===== src/rtl/comparador_sequencia_pkg.sv =====
// Shared types and constants for the sequential move comparator.
package comparador_pkg;

  localparam int WIDTH_PAD = 4;
  localparam int DEPTH_PAD = 16;

  typedef enum logic [1:0] {
    OCIOSO     = 2'd0,
    ESPERA     = 2'd1,
    FIM_ACERTO = 2'd2,
    FIM_ERRO   = 2'd3
  } estado_e;

  // Address width for a sequence memory of the given depth (at least one bit).
  function automatic int addr_w(input int depth);
    return (depth <= 1) ? 1 : $clog2(depth);
  endfunction

endpackage


===== src/rtl/comparador_sequencia_if.sv =====
// Move/result bus between the button capture, sequence memory and game FSM.
interface comparador_sequencia_if
  import comparador_pkg::*;
#(
  parameter int WIDTH = WIDTH_PAD,
  parameter int DEPTH = DEPTH_PAD
);
  localparam int AW = addr_w(DEPTH);

  logic             iniciar;
  logic [AW:0]      tamanho;
  logic             jogada_valida;
  logic [WIDTH-1:0] jogada;
  logic [WIDTH-1:0] esperado;
  logic [AW-1:0]    endereco;
  logic             igual;
  logic             diferente;
  logic             fim_sequencia;
  logic [AW:0]      acertos;
  logic             ocupado;
  logic             estourou;

  // Game side: starts rounds, presents moves and the memory word.
  modport master (
    output iniciar, tamanho, jogada_valida, jogada, esperado,
    input  endereco, igual, diferente, fim_sequencia, acertos, ocupado, estourou
  );

  // Comparator side.
  modport slave (
    input  iniciar, tamanho, jogada_valida, jogada, esperado,
    output endereco, igual, diferente, fim_sequencia, acertos, ocupado, estourou
  );

endinterface


===== src/rtl/comparador_sequencia_contador_timeout.sv =====
// Idle-cycle counter for the per-move timeout; holds at its terminal count.
module contador_timeout #(
  parameter int LIMITE = 1000
) (
  input  logic clock,
  input  logic reset,
  input  logic limpa,
  input  logic habilita,
  output logic terminal
);
  localparam int CW = (LIMITE <= 1) ? 1 : $clog2(LIMITE);

  logic [CW-1:0] cnt_q, cnt_d;

  assign terminal = (cnt_q == CW'(LIMITE - 1));

  // Clear wins; otherwise count up until terminal and hold there.
  always_comb begin
    cnt_d = cnt_q;
    if (limpa)                      cnt_d = '0;
    else if (habilita && !terminal) cnt_d = cnt_q + 1'b1;
  end

  // Counter register.
  always_ff @(posedge clock or posedge reset) begin
    if (reset) cnt_q <= '0;
    else       cnt_q <= cnt_d;
  end

endmodule


===== src/rtl/comparador_sequencia.sv =====
// Sequential move comparator: walks the expected sequence and compares each
// validated move against the memory word at the current address.
// Optional per-move timeout: define COMPARADOR_SEQUENCIA_TIMEOUT_EN.
module comparador_sequencia
  import comparador_pkg::*;
#(
  parameter int WIDTH       = WIDTH_PAD,
  parameter int DEPTH       = DEPTH_PAD,
  parameter int TIMEOUT_CYC = 1000
) (
  input  logic                  clock,
  input  logic                  reset,
  comparador_sequencia_if.slave bus
);
  localparam int          AW      = addr_w(DEPTH);
  localparam logic [AW:0] DEPTH_L = (AW+1)'(DEPTH);

  estado_e       state_q, state_d;
  logic [AW-1:0] end_q, end_d;
  logic [AW:0]   ac_q, ac_d;
  logic [AW:0]   lim_q, lim_d;
  logic          igual_q, igual_d;
  logic          dif_q, dif_d;
  logic          fim_q, fim_d;
  logic          est_q, est_d;
  logic          ocup_q, ocup_d;
  logic          ultimo;
  logic          tmo_fim;

`ifdef COMPARADOR_SEQUENCIA_TIMEOUT_EN
  logic tmo_limpa;
  logic tmo_hab;

  // Count idle cycles only while waiting; any move or round start restarts it.
  assign tmo_limpa = bus.iniciar | bus.jogada_valida | (state_q != ESPERA);
  assign tmo_hab   = (state_q == ESPERA);

  contador_timeout #(.LIMITE(TIMEOUT_CYC)) u_tmo (
    .clock    (clock),
    .reset    (reset),
    .limpa    (tmo_limpa),
    .habilita (tmo_hab),
    .terminal (tmo_fim)
  );
`else
  assign tmo_fim = 1'b0;
`endif

  // Current entry is the last one of the round (limite >= 1 whenever in ESPERA).
  assign ultimo = ({1'b0, end_q} == (lim_q - 1'b1));

  // Next-state and next-output logic; iniciar overrides everything else.
  always_comb begin
    state_d = state_q;
    end_d   = end_q;
    ac_d    = ac_q;
    lim_d   = lim_q;
    igual_d = 1'b0;
    dif_d   = 1'b0;
    fim_d   = 1'b0;
    est_d   = 1'b0;
    if (bus.iniciar) begin
      end_d = '0;
      ac_d  = '0;
      lim_d = (bus.tamanho > DEPTH_L) ? DEPTH_L : bus.tamanho;
      if (bus.tamanho == '0) begin
        state_d = FIM_ACERTO;
        fim_d   = 1'b1;
      end else begin
        state_d = ESPERA;
      end
    end else if (state_q == ESPERA) begin
      if (bus.jogada_valida) begin
        if (bus.jogada == bus.esperado) begin
          igual_d = 1'b1;
          ac_d    = ac_q + 1'b1;
          if (ultimo) begin
            fim_d   = 1'b1;
            state_d = FIM_ACERTO;
          end else begin
            end_d = end_q + 1'b1;
          end
        end else begin
          dif_d   = 1'b1;
          state_d = FIM_ERRO;
        end
      end else if (tmo_fim) begin
        est_d   = 1'b1;
        dif_d   = 1'b1;
        state_d = FIM_ERRO;
      end
    end
    ocup_d = (state_d == ESPERA);
  end

  // State and registered outputs.
  always_ff @(posedge clock or posedge reset) begin
    if (reset) begin
      state_q <= OCIOSO;
      end_q   <= '0;
      ac_q    <= '0;
      lim_q   <= '0;
      igual_q <= 1'b0;
      dif_q   <= 1'b0;
      fim_q   <= 1'b0;
      est_q   <= 1'b0;
      ocup_q  <= 1'b0;
    end else begin
      state_q <= state_d;
      end_q   <= end_d;
      ac_q    <= ac_d;
      lim_q   <= lim_d;
      igual_q <= igual_d;
      dif_q   <= dif_d;
      fim_q   <= fim_d;
      est_q   <= est_d;
      ocup_q  <= ocup_d;
    end
  end

  assign bus.endereco      = end_q;
  assign bus.acertos       = ac_q;
  assign bus.igual         = igual_q;
  assign bus.diferente     = dif_q;
  assign bus.fim_sequencia = fim_q;
  assign bus.estourou      = est_q;
  assign bus.ocupado       = ocup_q;

endmodule


===== src/flat_wrapper.sv =====
// flat-port wrapper written by rule: the top's interface ports become plain ports
module comparador_sequencia_flat import comparador_pkg::*;
#(
  parameter int WIDTH       = WIDTH_PAD,
  parameter int DEPTH       = DEPTH_PAD,
  parameter int TIMEOUT_CYC = 1000
)
  (clock, reset, bus_iniciar, bus_tamanho, bus_jogada_valida, bus_jogada, bus_esperado, bus_endereco, bus_igual, bus_diferente, bus_fim_sequencia, bus_acertos, bus_ocupado, bus_estourou);
  comparador_sequencia_if #(.WIDTH(WIDTH), .DEPTH(DEPTH)) bus_i ();
  input  logic clock;
  input  logic reset;
  input wire logic [$bits(bus_i.iniciar)-1:0] bus_iniciar;
  input wire logic [$bits(bus_i.tamanho)-1:0] bus_tamanho;
  input wire logic [$bits(bus_i.jogada_valida)-1:0] bus_jogada_valida;
  input wire logic [$bits(bus_i.jogada)-1:0] bus_jogada;
  input wire logic [$bits(bus_i.esperado)-1:0] bus_esperado;
  output wire logic [$bits(bus_i.endereco)-1:0] bus_endereco;
  output wire logic [$bits(bus_i.igual)-1:0] bus_igual;
  output wire logic [$bits(bus_i.diferente)-1:0] bus_diferente;
  output wire logic [$bits(bus_i.fim_sequencia)-1:0] bus_fim_sequencia;
  output wire logic [$bits(bus_i.acertos)-1:0] bus_acertos;
  output wire logic [$bits(bus_i.ocupado)-1:0] bus_ocupado;
  output wire logic [$bits(bus_i.estourou)-1:0] bus_estourou;
  assign bus_i.iniciar = bus_iniciar;
  assign bus_i.tamanho = bus_tamanho;
  assign bus_i.jogada_valida = bus_jogada_valida;
  assign bus_i.jogada = bus_jogada;
  assign bus_i.esperado = bus_esperado;
  assign bus_endereco = bus_i.endereco;
  assign bus_igual = bus_i.igual;
  assign bus_diferente = bus_i.diferente;
  assign bus_fim_sequencia = bus_i.fim_sequencia;
  assign bus_acertos = bus_i.acertos;
  assign bus_ocupado = bus_i.ocupado;
  assign bus_estourou = bus_i.estourou;
  comparador_sequencia #(.WIDTH(WIDTH), .DEPTH(DEPTH), .TIMEOUT_CYC(TIMEOUT_CYC)) u_core (.clock(clock), .reset(reset), .bus(bus_i));
endmodule

===== config.mk =====
export PLATFORM = sky130hd
export DESIGN_NAME = comparador_sequencia_flat
export DESIGN_NICKNAME = d
export VERILOG_FILES = /design/src/rtl/comparador_sequencia_pkg.sv /design/src/rtl/comparador_sequencia_if.sv /design/src/rtl/comparador_sequencia_contador_timeout.sv /design/src/rtl/comparador_sequencia.sv /design/src/flat_wrapper.sv
export SDC_FILE = /design/constraint.sdc
export NUM_CORES = 1
export LEC_CHECK = 0
export ABC_AREA = 1
export CAP_MARGIN = 20
export CORE_AREA = 2 2 45 64
export CTS_CLUSTER_DIAMETER = 30
export CTS_CLUSTER_SIZE = 24
export DETAILED_ROUTE_END_ITERATION = 10
export DIE_AREA = 0 0 47 66
export MAX_ROUTING_LAYER = met4
export PLACE_DENSITY = 0.86
export SYNTH_ARGS = -nofsm -noshare
export SYNTH_HDL_FRONTEND = slang
export SYNTH_SLANG_ARGS = --single-unit
export TNS_END_PERCENT = 50

===== constraint.sdc =====
create_clock -name clock -period 2.15 [get_ports clock]
set_clock_uncertainty 0.15 [all_clocks]
set_input_delay 0.43 -clock clock [delete_from_list [all_inputs] [get_ports clock]]
set_output_delay 0.43 -clock clock [all_outputs]
set_load 0.1 [all_outputs]

; ---- Word-level counts from Yosys, hierarchy flattened
; Index checks and enable logic that the tools add are counted.
[totals]
reg_bits = 20
in_bits = 17
mem_count = 0
output_inout_bits = 14
word_cells = 53
latchBits = 0
ramBits = 0
romBits = 0
[op_classes]
eq_ne = 5
shift = 0
magnitude_cmp = 1
reduce_logical = 6
add_sub_neg = 3
n_mux = 30
div = 0
bitwise_logic = 0
multipliers = 0
[ops]
columns = cell, n
row1 = 5-bit 2-to-1 mux, 5
row2 = 4-bit 2-to-1 mux, 5
row3 = 1-bit 2-to-1 mux, 14
row4 = 2-bit 2-to-1 mux, 6
row5 = 2-bit nonzero test, 3
row6 = 5-bit by 1-bit adder with 5-bit output (second input constant), 1
row7 = 4-bit by 5-bit == test with 1-bit output, 1
row8 = 5-bit greater-than comparator (second input constant), 1
row9 = 5-bit zero test, 1
row10 = 5-bit by 1-bit subtractor with 5-bit output (second input constant), 1
row11 = 4-bit by 1-bit adder with 4-bit output (second input constant), 1
row12 = 2-bit by 1-bit == test with 1-bit output (second input constant), 2
row13 = 4-bit == test, 1
row14 = 4-bit AND reduction, 1
row15 = 3-bit AND reduction, 1
row16 = 2-bit != test (second input constant), 1

; ---- Logic depth before layout (Yosys ltp)
[depth]
ltp_word = 8
ltp_mapped = 13
mapped_depth_nobuf = 13

; ---- Worst setup path before layout
; Ideal clock, no wire load.
[synth_timing]
path_type = register to register
start = reg u_core.end_q[1] (netlist: u_core.bus.endereco[1])
end = reg u_core.end_q[0] (netlist: u_core.bus.endereco[0])
path_slack_ns = 0.139
path_stages_with_launch = 10
required_time_ns = 1.875
arrival_ns = 1.736
n_path_buf = 0
setup_time_ns = 0.125
period_less_slack_ns = 2.011
path_cell_list = dfrtp_1 nor2_1 nor2_1 nand3_1 nor2_1 nand2_2 nand2_4 nand2_4 nand3_1 o21ai_1
[synth_via]
elab_chain_len = 3
[synth_rtl]
columns = item, line_no
row1 = from (decl), comparador_sequencia.sv:19  ; logic [AW-1:0] end_q, end_d;
row2 = from (signal assigned), comparador_sequencia.sv:110  ; end_q <= end_d;
row3 = 4-bit by 5-bit == test with 1-bit output, comparador_sequencia.sv:50  ; assign ultimo = ({1'b0, end_q} == (lim_q - 1'b1));
row4 = 2-bit != test (no line), n/a
row5 = 4-bit AND reduction (no line), n/a
; No other way between the ends.
; A chain may end at the register's enable or synchronous reset.

; ---- Worst setup path in the final report
[layout_timing]
start = reg u_core.lim_q[0]
end = reg u_core.ocup_q (netlist: u_core.bus.ocupado)
[layout_via]
elab_chain_len = 8
[layout_rtl]
columns = item, line_no
row1 = from (decl), comparador_sequencia.sv:21  ; logic [AW:0] lim_q, lim_d;
row2 = from (signal assigned), comparador_sequencia.sv:112  ; lim_q <= lim_d;
row3 = 5-bit by 1-bit subtractor with 5-bit output, comparador_sequencia.sv:50
row4 = 4-bit by 5-bit == test with 1-bit output, comparador_sequencia.sv:50
row5 = 2-bit 2-to-1 mux, comparador_sequencia.sv:77  ; if (ultimo) begin
row6 = 2-bit 2-to-1 mux, comparador_sequencia.sv:74  ; if (bus.jogada == bus.esperado) begin
row7 = 2-bit 2-to-1 mux, comparador_sequencia.sv:73  ; if (bus.jogada_valida) begin
row8 = 2-bit 2-to-1 mux, comparador_sequencia.sv:72  ; end else if (state_q == ESPERA) begin
row9 = 2-bit 2-to-1 mux, comparador_sequencia.sv:62  ; if (bus.iniciar) begin
row10 = 2-bit by 1-bit == test with 1-bit output, comparador_sequencia.sv:93  ; ocup_d = (state_d == ESPERA);
row11 = via u_core.ocup_d, comparador_sequencia.sv:26  ; logic ocup_q, ocup_d;
row12 = to (signal assigned), comparador_sequencia.sv:117  ; ocup_q <= ocup_d;
row13 = to (decl), comparador_sequencia.sv:26
; The timed path passes the listed nets, and every way through them passes these cells.

==> impl_metrics.csv <==
group,metric,value,unit
critical_path,cp_top_family,"simple AND/OR/NAND/NOR gates",
power_and_ir_drop,finalPower,0.898,mW
timing,fin_crit,1850,ps
floorplanning,io_pins,31,
global_route,antenna_found_initial,0,
floorplanning,die_area,0.00310,mm^2
flow_run,maxCapViolCount,0,
logic_synthesis,yosysWarnings,0,
layout,nNetsFinal,200,
clocking,cts-resized-gates,0,
timing,setup_tns,0,ps
global_route,overflow,0,
critical_path,worstPathRequired,2180,ps
critical_path,critPathLaunchType,"flop",
power_and_ir_drop,p_sw,0.326,mW
power_and_ir_drop,peakVddDrop,0.464,mV
logic_synthesis,ys_seq_elements,20,
layout,drive_gt1_share,19.1,%
routing,drt-initial-drc-count,21,
power_and_ir_drop,switching_share,36.4,%
routing,wl,2.57,mm
layout,design_area,0.00158,mm^2
critical_path,cp_max_fo,4,
critical_path,cp-end-kind,"flop",
power_and_ir_drop,cell_internal_pwr,0.571,mW
placement,hpwl,2.07,mm
layout,synthToLayoutAreaGrowth,36.4,%
clocking,post_cts_buffers,0,
timing,rsz0062_at_grt,"false",
clocking,clk_pin_slew,110,ps
floorplanning,die_w,47,um
power_and_ir_drop,power_frac_comb,33.6,%
logic_synthesis,synth_cell_types,23,
placement,placedInstanceArea,0.00155,mm^2
global_route,grt_max_degree,21,
power_and_ir_drop,p_seq_share,47.0,%
timing,hold_slack,311,ps
layout,finish.utilization,62.2,%
layout,num_antenna_cells,0,
routing,route.detailed.drc,0,
critical_path,crit_arrival,1880,ps
routing,ant_nets,0,
routing,num_vias,1044,
clocking,htree_levels,1,
placement,place_congestion,0.839,
critical_path,path_common_cell,"nand2_1",
clocking,root_buffer,"clkbuf_4",
clocking,ctsHoldBuffers,0,
clocking,cts_buffer_depth,2,
floorplanning,rows,22,
clocking,clk_latency,290,ps
power_and_ir_drop,pwr-share-clk,19.4,%
power_and_ir_drop,p_per_area,570,mW/mm^2
logic_synthesis,netlist_area,0.00115,mm^2
run_status,status,"complete, no violations",
worst_hold_path,hold_class,"in -> async",
logic_synthesis,avgSynthCellArea,7.96,um^2
clocking,cts_tree,"built",
critical_path,slowest_stage,"dfrtp_1",
routing,firstDrtPassIters,4,
clocking,cts.sinks,20,
clocking,cts_made_buffers,3,
routing,via_per_inst,4.88,
logic_synthesis,postSynthCellCount,145,
global_route,grt_usage,20.0,%
critical_path,max_stage_delay,410,ps
logic_synthesis,synth_fp_nets,165,
timing,fmax,541,MHz
timing,report.final.hold_viol_count,0,
timing,slew_violations,0,
critical_path,crit_type,"reg -> reg",
global_route,grt_pass1_vias,1039,
floorplanning,start_util,45.6,%
power_and_ir_drop,p_leak,0.832,nW
critical_path,crit_chain,"inv_2 -> ha_1 -> nand2_1 -> inv_1 -> nor2_1 -> nand3_1 -> nor2_1 -> nand2_2 -> nand2_1 -> nand2_1 -> nand2_1 -> a21oi_1",
critical_path,worst-path-buf-inv,2,
routing,routedWlPerCell,12.0,um
logic_synthesis,yosysSeqAreaShare,43.3,%
timing,fin_crit_sh,85.9,%
floorplanning,core,0.00253,mm^2
timing,finalSetupViolCount,0,
placement,io_buffers,29,
floorplanning,die_y,66,um
global_route,grt_first_pass_wirelength,4.34,mm
-- sequential cells by signal, summed over array words and instances (netlist names) --
| name | flops |
|---|---|
| u_core.state_q | 2 |
| u_core.bus.igual | 1 |
| u_core.bus.acertos | 5 |
| u_core.bus.ocupado | 1 |
| u_core.lim_q | 5 |
| u_core.bus.fim_sequencia | 1 |
| u_core.bus.diferente | 1 |
| u_core.bus.endereco | 4 |
-- layout by cell type (no fill, tap or decap) --
cell type	n
clkdlybuf4s50_1	16
inv_1	16
o21ai_0	2
nor2_8	1
o21ai_1	2
nor3_1	1
nand2_1	36
o22ai_1	2
a21oi_1	4
ha_1	3
o31ai_2	2
mux2i_1	1
inv_2	6
nand2_4	2
nor2_2	1
and3_1	1
nand2_2	2
conb_1	1
nor2_1	12
buf_4	10
xor2_1	8
clkbuf_4	3
nand3_1	17
nand4_1	2
buf_12	7
dfrtp_1	20
-- cell families (layout without fill, tap and decap cells) --
family          after synthesis  after routing  synth area share (%)
buf+inv                      25             58                  9.10
xor+xnor                      8              8                  6.07
mux                           1              1                 0.867
other cells                   1              1                 0.325
fa+ha+maj                     3              3                  3.25
simple gates                 75             75                  30.3
compound gates               12             12                  6.72
flops                        20             20                  43.3
-- power groups by stage --
stage	logic, mW	registers (mW)	clock network [mW]
finish	0.301	0.422	0.175
detailed placement	0.301	0.430	0
CTS	0.302	0.423	0.178
global route	0.326	0.426	0.197
global placement	0.293	0.428	0
floorplan	0.121	0.504	0
-- path summary, 6_finish.rpt --
| kind | slack [ps] | end | start | depth (start not counted) |
|---|---|---|---|---|
| worst max register to register | 300 | u_core.bus.ocupado | u_core.lim_q[0] | 12 |
| worst min register to register | 400 | u_core.lim_q[4] | u_core.lim_q[4] | 2 |
| worst max-delay path | 300 | u_core.bus.ocupado | u_core.lim_q[0] | 12 |
| min in group clock | 400 | u_core.lim_q[4] | u_core.lim_q[4] | 2 |
| max in group asynchronous | 1330 | u_core.bus.endereco[3] | reset | 3 |
| worst min-delay path | 310 | u_core.bus.acertos[4] | reset | 3 |
-- metal layers --
layer	routed length (um)	GRT usage [%]	part of all wire, %
met1	1020	22.5	40
met2	1450	35.8	56
met3	72	0.820	2.8
met4	27	7.29	1.0
met5	0	-	0
-- metrics by stage --
stage / setup slack, ps / cells
6_report: 302 / 214
5_1_grt: 128 / 214
4_1_cts: 287 / 214
3_5_place_dp: 189 / 211
3_3_place_gp: 256 / 211
2_1_floorplan: 139 / 145
-- layout make-up --
cell class	count	area, um^2
Timing Repair Buffer	33	375
Sequential cell	20	500
Inverter	22	82.6
Tap cell	36	45.0
Clock buffer	3	22.5
Multi-Input combinational cell	100	549
Fill cell	231	957
-- Yosys cell counts --
master / instances / area (um^2)
nand3_1: 17 / 85.1
nor2_8: 1 / 20.0
a21oi_1: 4 / 20.0
buf_4: 3 / 22.5
conb_1: 1 / 3.75
nor2_1: 12 / 45.0
nand4_1: 2 / 12.5
mux2i_1: 1 / 10.0
xor2_1: 8 / 70.1
nand2_2: 2 / 12.5
o21ai_0: 2 / 10.0
nor3_1: 1 / 5.00
inv_2: 6 / 22.5
o22ai_1: 2 / 12.5
dfrtp_1: 20 / 500
nand2_4: 2 / 22.5
ha_1: 3 / 37.5
nand2_1: 36 / 135
o21ai_1: 2 / 10.0
inv_1: 16 / 60.1
o31ai_2: 2 / 25.0
nor2_2: 1 / 6.26
and3_1: 1 / 6.26
-- worst register-to-register path: stages (launching register included) --
cell and delay, ps:
dfrtp_1 410, inv_2 70, ha_1 310, nand2_1 70, inv_1 40, nor2_1 80, nand3_1 80, nor2_1 160
nand2_2 110, nand2_1 70, nand2_1 60, nand2_1 80, a21oi_1 80
Note: power is estimated with default switching activity, not from simulation.
